**src/rtl/axi_burst_write_master.sv**
```systemverilog
// AXI write master: streams a block of beats out as INCR bursts.
// Bursts are capped at MAX_BURST beats and never cross a 4 KB page.
module axi_burst_write_master #(
    parameter int ADDR_WIDTH = 32,
    parameter int DATA_WIDTH = 32,
    parameter int MAX_BURST  = 16,
    parameter int CNT_WIDTH  = 16
) (
    input  logic                  ACLK,
    input  logic                  ARESETn,
    input  logic                  MC_WREQ,
    input  logic [ADDR_WIDTH-1:0] MC_WADDR,
    input  logic [CNT_WIDTH-1:0]  MC_WBEATS,
    input  logic [DATA_WIDTH-1:0] MC_WDATA,
    input  logic                  MC_WDVALID,
    output logic                  MC_WDREADY,
    output logic                  MC_BUSY,
    output logic                  MC_WDONE,
    output logic                  MC_WERROR,
    output logic [ADDR_WIDTH-1:0] AW_ADDR,
    output logic [7:0]            AW_LEN,
    output logic [2:0]            AW_SIZE,
    output logic [1:0]            AW_BURST,
    output logic                  AW_VALID,
    input  logic                  AW_READY,
    output logic [DATA_WIDTH-1:0] W_DATA,
    output logic                  W_LAST,
    output logic                  W_VALID,
    input  logic                  W_READY,
    input  logic [1:0]            B_RESP,
    input  logic                  B_VALID,
    output logic                  B_READY
);

    localparam int BYTES = DATA_WIDTH / 8;
    localparam int SZ    = $clog2(BYTES);

    localparam logic [2:0] S_IDLE = 3'd0;
    localparam logic [2:0] S_AW   = 3'd1;
    localparam logic [2:0] S_DATA = 3'd2;
    localparam logic [2:0] S_RESP = 3'd3;
    localparam logic [2:0] S_DONE = 3'd4;

    localparam logic [ADDR_WIDTH-1:0] ALIGN_MASK = ~ADDR_WIDTH'(BYTES - 1);

    logic [2:0]            state;
    logic [ADDR_WIDTH-1:0] addr;
    logic [CNT_WIDTH-1:0]  remaining;
    logic [8:0]            len;
    logic [8:0]            beat_cnt;
    logic                  aw_valid;
    logic                  w_last;
    logic                  b_ready;
    logic                  busy;
    logic                  wdone;
    logic                  werror;
    logic [ADDR_WIDTH-1:0] aw_addr;
    logic [7:0]            aw_len;

    logic                  in_data;
    logic                  aw_hs;
    logic                  w_hs;
    logic                  b_hs;
    logic [ADDR_WIDTH-1:0] cand_addr;
    logic [CNT_WIDTH-1:0]  cand_rem;
    logic [12:0]           to_bound;
    logic [12:0]           bnd_beats;
    logic [12:0]           cap_beats;
    logic [8:0]            cand_len;
    logic                  unused_bits;

    assign in_data     = (state == S_DATA);
    assign W_VALID     = in_data & MC_WDVALID;
    assign MC_WDREADY  = in_data & W_READY;
    assign W_DATA      = MC_WDATA;
    assign w_hs        = W_VALID & W_READY;
    assign aw_hs       = aw_valid & AW_READY;
    assign b_hs        = B_VALID & b_ready;
    assign AW_SIZE     = 3'(SZ);
    assign AW_BURST    = 2'b01;
    assign AW_VALID    = aw_valid;
    assign AW_ADDR     = aw_addr;
    assign AW_LEN      = aw_len;
    assign W_LAST      = w_last;
    assign B_READY     = b_ready;
    assign MC_BUSY     = busy;
    assign MC_WDONE    = wdone;
    assign MC_WERROR   = werror;
    assign unused_bits = B_RESP[0];

    // Address/remaining/length of the burst about to be announced on AW
    always_comb begin
        cand_addr = MC_WADDR & ALIGN_MASK;
        cand_rem  = MC_WBEATS;
        if (state == S_RESP) begin
            cand_addr = addr + (ADDR_WIDTH'(len) << SZ);
            cand_rem  = remaining - CNT_WIDTH'(len);
        end
        to_bound  = 13'h1000 - {1'b0, cand_addr[11:0]};
        bnd_beats = to_bound >> SZ;
        cap_beats = (bnd_beats < 13'(MAX_BURST)) ? bnd_beats
                                                 : 13'(MAX_BURST);
        cand_len  = (cand_rem < CNT_WIDTH'(cap_beats)) ? 9'(cand_rem)
                                                       : cap_beats[8:0];
    end

    // Transfer sequencer: request -> AW -> W beats -> B -> next burst or done
    always_ff @(posedge ACLK or negedge ARESETn) begin
        if (!ARESETn) begin
            state     <= S_IDLE;
            addr      <= '0;
            remaining <= '0;
            len       <= '0;
            beat_cnt  <= '0;
            aw_valid  <= 1'b0;
            w_last    <= 1'b0;
            b_ready   <= 1'b0;
            busy      <= 1'b0;
            wdone     <= 1'b0;
            werror    <= 1'b0;
            aw_addr   <= '0;
            aw_len    <= '0;
        end else begin
            wdone <= 1'b0;
            case (state)
                S_IDLE, S_DONE: begin
                    state <= S_IDLE;
                    if (MC_WREQ) begin
                        werror <= 1'b0;
                        if (MC_WBEATS == '0) begin
                            wdone <= 1'b1;
                        end else begin
                            busy      <= 1'b1;
                            addr      <= cand_addr;
                            remaining <= cand_rem;
                            len       <= cand_len;
                            aw_addr   <= cand_addr;
                            aw_len    <= 8'(cand_len - 9'd1);
                            aw_valid  <= 1'b1;
                            state     <= S_AW;
                        end
                    end
                end
                S_AW: begin
                    if (aw_hs) begin
                        aw_valid <= 1'b0;
                        beat_cnt <= '0;
                        w_last   <= (len == 9'd1);
                        state    <= S_DATA;
                    end
                end
                S_DATA: begin
                    if (w_hs) begin
                        if (w_last) begin
                            w_last  <= 1'b0;
                            b_ready <= 1'b1;
                            state   <= S_RESP;
                        end else begin
                            beat_cnt <= beat_cnt + 9'd1;
                            w_last   <= (beat_cnt + 9'd2 == len);
                        end
                    end
                end
                S_RESP: begin
                    if (b_hs) begin
                        b_ready   <= 1'b0;
                        addr      <= cand_addr;
                        remaining <= cand_rem;
                        if (B_RESP[1]) werror <= 1'b1;
                        if (cand_rem == '0) begin
                            wdone <= 1'b1;
                            busy  <= 1'b0;
                            state <= S_DONE;
                        end else begin
                            len      <= cand_len;
                            aw_addr  <= cand_addr;
                            aw_len   <= 8'(cand_len - 9'd1);
                            aw_valid <= 1'b1;
                            state    <= S_AW;
                        end
                    end
                end
                default: state <= S_IDLE;
            endcase
        end
    end

endmodule
```
**config.mk**
```make
export PLATFORM = sky130hd
export DESIGN_NAME = axi_burst_write_master
export DESIGN_NICKNAME = d
export VERILOG_FILES = /design/src/rtl/axi_burst_write_master.sv
export SDC_FILE = /design/constraint.sdc
export NUM_CORES = 1
export LEC_CHECK = 0
export ABC_AREA = 1
export BUFFER_PORTS_ARGS = -buffer_cell sky130_fd_sc_hd__buf_2
export CORE_ASPECT_RATIO = 0.7
export CORE_MARGIN = 2
export CORE_UTILIZATION = 55
export CTS_CLUSTER_SIZE = 16
export DETAILED_ROUTE_END_ITERATION = 8
export MAX_ROUTING_LAYER = met4
export PLACE_DENSITY_LB_ADDON = 0.15
export SLEW_MARGIN = 20
export SYNTH_ARGS = -nofsm -noshare
export SYNTH_HDL_FRONTEND = slang
export SYNTH_SLANG_ARGS = --single-unit
```
**constraint.sdc**
```tcl
create_clock -name ACLK -period 5.65 [get_ports ACLK]
set_input_delay 0.2825 -clock ACLK [delete_from_list [all_inputs] [get_ports ACLK]]
set_output_delay 0.2825 -clock ACLK [all_outputs]
set_load 0.03 [all_outputs]
```
==> results.json <==
{
  "status": "finished, violations left",
  "violations": "hold timing",
  "worst_setup_path_end_kind": "register",
  "grt_use_total_pct": 28.9,
  "n_antenna_cell": 0,
  "rsz0062_at_grt": "no",
  "hold_buffers": 0,
  "synth_top_area_cell": "dfrtp_1",
  "htree_levels": 4,
  "synth_top_flop_cell": "dfrtp_1",
  "critPathSlowestCell": "dfrtp_1",
  "post_cts_buffers": 0,
  "cpPeakStageDelay_ns": 0.44,
  "post-route-drc-count": 0,
  "min_period_ns": 4.86,
  "routabilityCongestion": 0.973,
  "cts.path.max_buffers": 2,
  "numPlacedInstances": 1255,
  "cts.repair.resized": 0,
  "layout_setup_ws_ns": 0.789,
  "place_area_mm2": 0.00798,
  "fin_cells": 1287,
  "synth_cell_types": 50,
  "nNetsFinal": 1211,
  "drt_iter0_markers": 643,
  "path_clk_slew_ns": 0.05,
  "dp_slack_ns": 1.01,
  "grt_pass1_wl_mm": 32.0,
  "critPathArrivalTime_ns": 5.19,
  "grt_overflow": 0,
  "netlist_instances": 1018,
  "drv_cap": 0,
  "vias": 6876,
  "antenna_left": 0,
  "fin_skew_ns": 0.0107,
  "yosysSeqAreaShare_pct": 38.1,
  "io_pins": 174,
  "placementRows": 35,
  "grt_max_degree": 69,
  "tns_ns": 0,
  "first_global_vias": 6418,
  "numCtsBuffers": 17,
  "yosys_warnings": 0,
  "synth_edf_count": 0,
  "hold_ws_ns": -0.0194,
  "synth_common_cells": "275 x nand2_1, 115 x dfrtp_1, 110 x inv_1",
  "core_mm2": 0.0133,
  "power_density_mw_per_mm2": 252,
  "synth.cell_area_mm2": 0.00755,
  "multi_input_area_mm2": 0.00387,
  "final_cell_area_mm2": 0.00866,
  "syn_area_per_cell_um2": 7.42,
  "die_w_um": 144,
  "slew_headroom_pct": 42.8,
  "hold_path_class": "input port to async pin",
  "crit_family": "simple AND/OR/NAND/NOR gates",
  "clkLatencyLatePin_ns": 0.42,
  "critPathRequiredTime_ns": 5.98,
  "period_share_pct": 86.0,
  "path_common_cell": "nand2_1",
  "max_freq_mhz": 206,
  "vias_per_cell": 5.34,
  "vdd.ir_drop.worst_mv": 0.209,
  "worstMarginPinSlew_ns": 0.858,
  "critical_path_class": "register to register",
  "die_h_um": 102,
  "fillCellCount": 1148,
  "register_area_mm2": 0.00288,
  "routed_wl_mm": 19.7,
  "io_buffers": 101,
  "ys_seq_elements": 115,
  "cts_root_buf": "clkbuf_16",
  "p_leak_nw": 4.72,
  "cts.sinks": 115,
  "drive_gt1_share_pct": 16.4,
  "yosys-top-cells-area": "dfrtp_1 38%, nand2_1 14%, inv_1 5.5%",
  "start_util_pct": 56.9,
  "synth.top_cell.area_share_pct": 38.1,
  "place_hpwl_mm": 14.1,
  "wire_per_inst_um": 15.3,
  "synth.most_common_cell": "nand2_1",
  "ys_async_sr_fraction_pct": 100,
  "finalSetupViolCount": 0,
  "slew_violations": 0,
  "hold_violations": 40,
  "start_kind": "register",
  "cp_max_fo": 10,
  "die-area_mm2": 0.0147,
  "cp.buffers_inverters": 4,
  "dr.pass1.iters": 5,
  "syn2layout_area_growth_pct": 14.6,
  "antenna_found_initial": 0,
  "cts_tree": "yes"
}
power breakdown:
part / total, W / leakage [nW] / switching (W) / internal [W]
clock: 0.00126 / 0.340 / 0.000388 / 0.000871
sequential: 0.000824 / 1.45 / 0 / 0.000824
combinational: 0.0000992 / 2.94 / 0.0000665 / 0.0000327
total: 0.00218 / 4.72 / 0.000454 / 0.00173
placed cells by master (no fill, tap or decap), drive strengths merged, types with 2 or more instances in the layout:
| master | Yosys | layout |
|---|---|---|
| inv | 115 | 115 |
| nand2 | 288 | 288 |
| nor2 | 86 | 86 |
| o22ai | 2 | 2 |
| nor3 | 13 | 13 |
| clkbuf | 14 | 22 |
| buf | 51 | 108 |
| o31ai | 3 | 3 |
| a31oi | 22 | 22 |
| nor4 | 9 | 9 |
| nand3 | 63 | 63 |
| clkinv | 1 | 5 |
| o21bai | 2 | 2 |
| or2 | 6 | 6 |
| bufinv | 0 | 6 |
| xnor2 | 9 | 9 |
| dfrtp | 115 | 115 |
| nand4 | 11 | 11 |
| o21ai | 96 | 96 |
| fa | 2 | 2 |
| a21oi | 31 | 31 |
| o2111ai | 2 | 2 |
| xor2 | 32 | 32 |
| conb | 2 | 11 |
| a211oi | 3 | 3 |
| ha | 31 | 31 |
per-layer routing:
metal,part of all wire (%),GRT usage [%],routed length [µm],up-vias
met4,1.2,6.94,229,0
met2,41,40.2,8080,251
met1,50,43.6,9780,3180
met5,0,-,0,-
met3,8.2,4.92,1610,27
li1,-,-,-,3418
worst paths after layout:
path / startpoint / endpoint / slack [ns] / cells after the start
max: len[0] / AW_LEN[2] / 0.79 / 30
min: ARESETn / AW_LEN[1] / -0.02 / 1
max reg2reg: len[0] / AW_LEN[2] / 0.79 / 30
min reg2reg: AW_ADDR[14] / AW_ADDR[14] / 0.47 / 2
max in group asynchronous: ARESETn / beat_cnt[8] / 4.53 / 2
min in group ACLK: MC_WADDR[28] / addr[28] / 0.15 / 3
through the flow:
stage / total power, W / utilization [%] / hold WS, ns
2_1_floorplan: 0.000932 / - / -0.0131
3_3_place_gp: 0.000936 / 60.1 / 0.451
3_5_place_dp: 0.000937 / 60.1 / 0.455
4_1_cts: 0.00219 / 65.3 / 0.0179
5_1_grt: 0.00223 / 65.3 / 0.0736
6_report: 0.00218 / 65.3 / -0.0194
cells by family after synthesis:
kind of cell    after synthesis  share of synthesized area, %
other cells                   2                        0.0994
flops                       115                          38.1
xor+xnor                     41                          4.75
simple gates                478                          27.6
buf+inv                     181                          11.1
compound gates              167                          12.5
mux                           1                         0.149
fa+ha+maj                    33                          5.67
layout make-up:
type / instances / share of cell area, %
Multi-Input combinational cell: 731 / 44.7
Sequential cell: 115 / 33.2
Timing Repair Buffer: 108 / 6.47
Clock buffer: 22 / 5.59
Inverter: 116 / 5.03
Tap cell: 185 / 2.67
Clock inverter: 10 / 2.31
sequential cells by signal, indices dropped and copies added, names as in the netlist, 3 cells and up:
signal,cells
AW_ADDR,32
AW_LEN,8
addr,32
beat_cnt,9
len,9
remaining,16
state,3
Note: power is estimated with default switching activity, not from simulation.
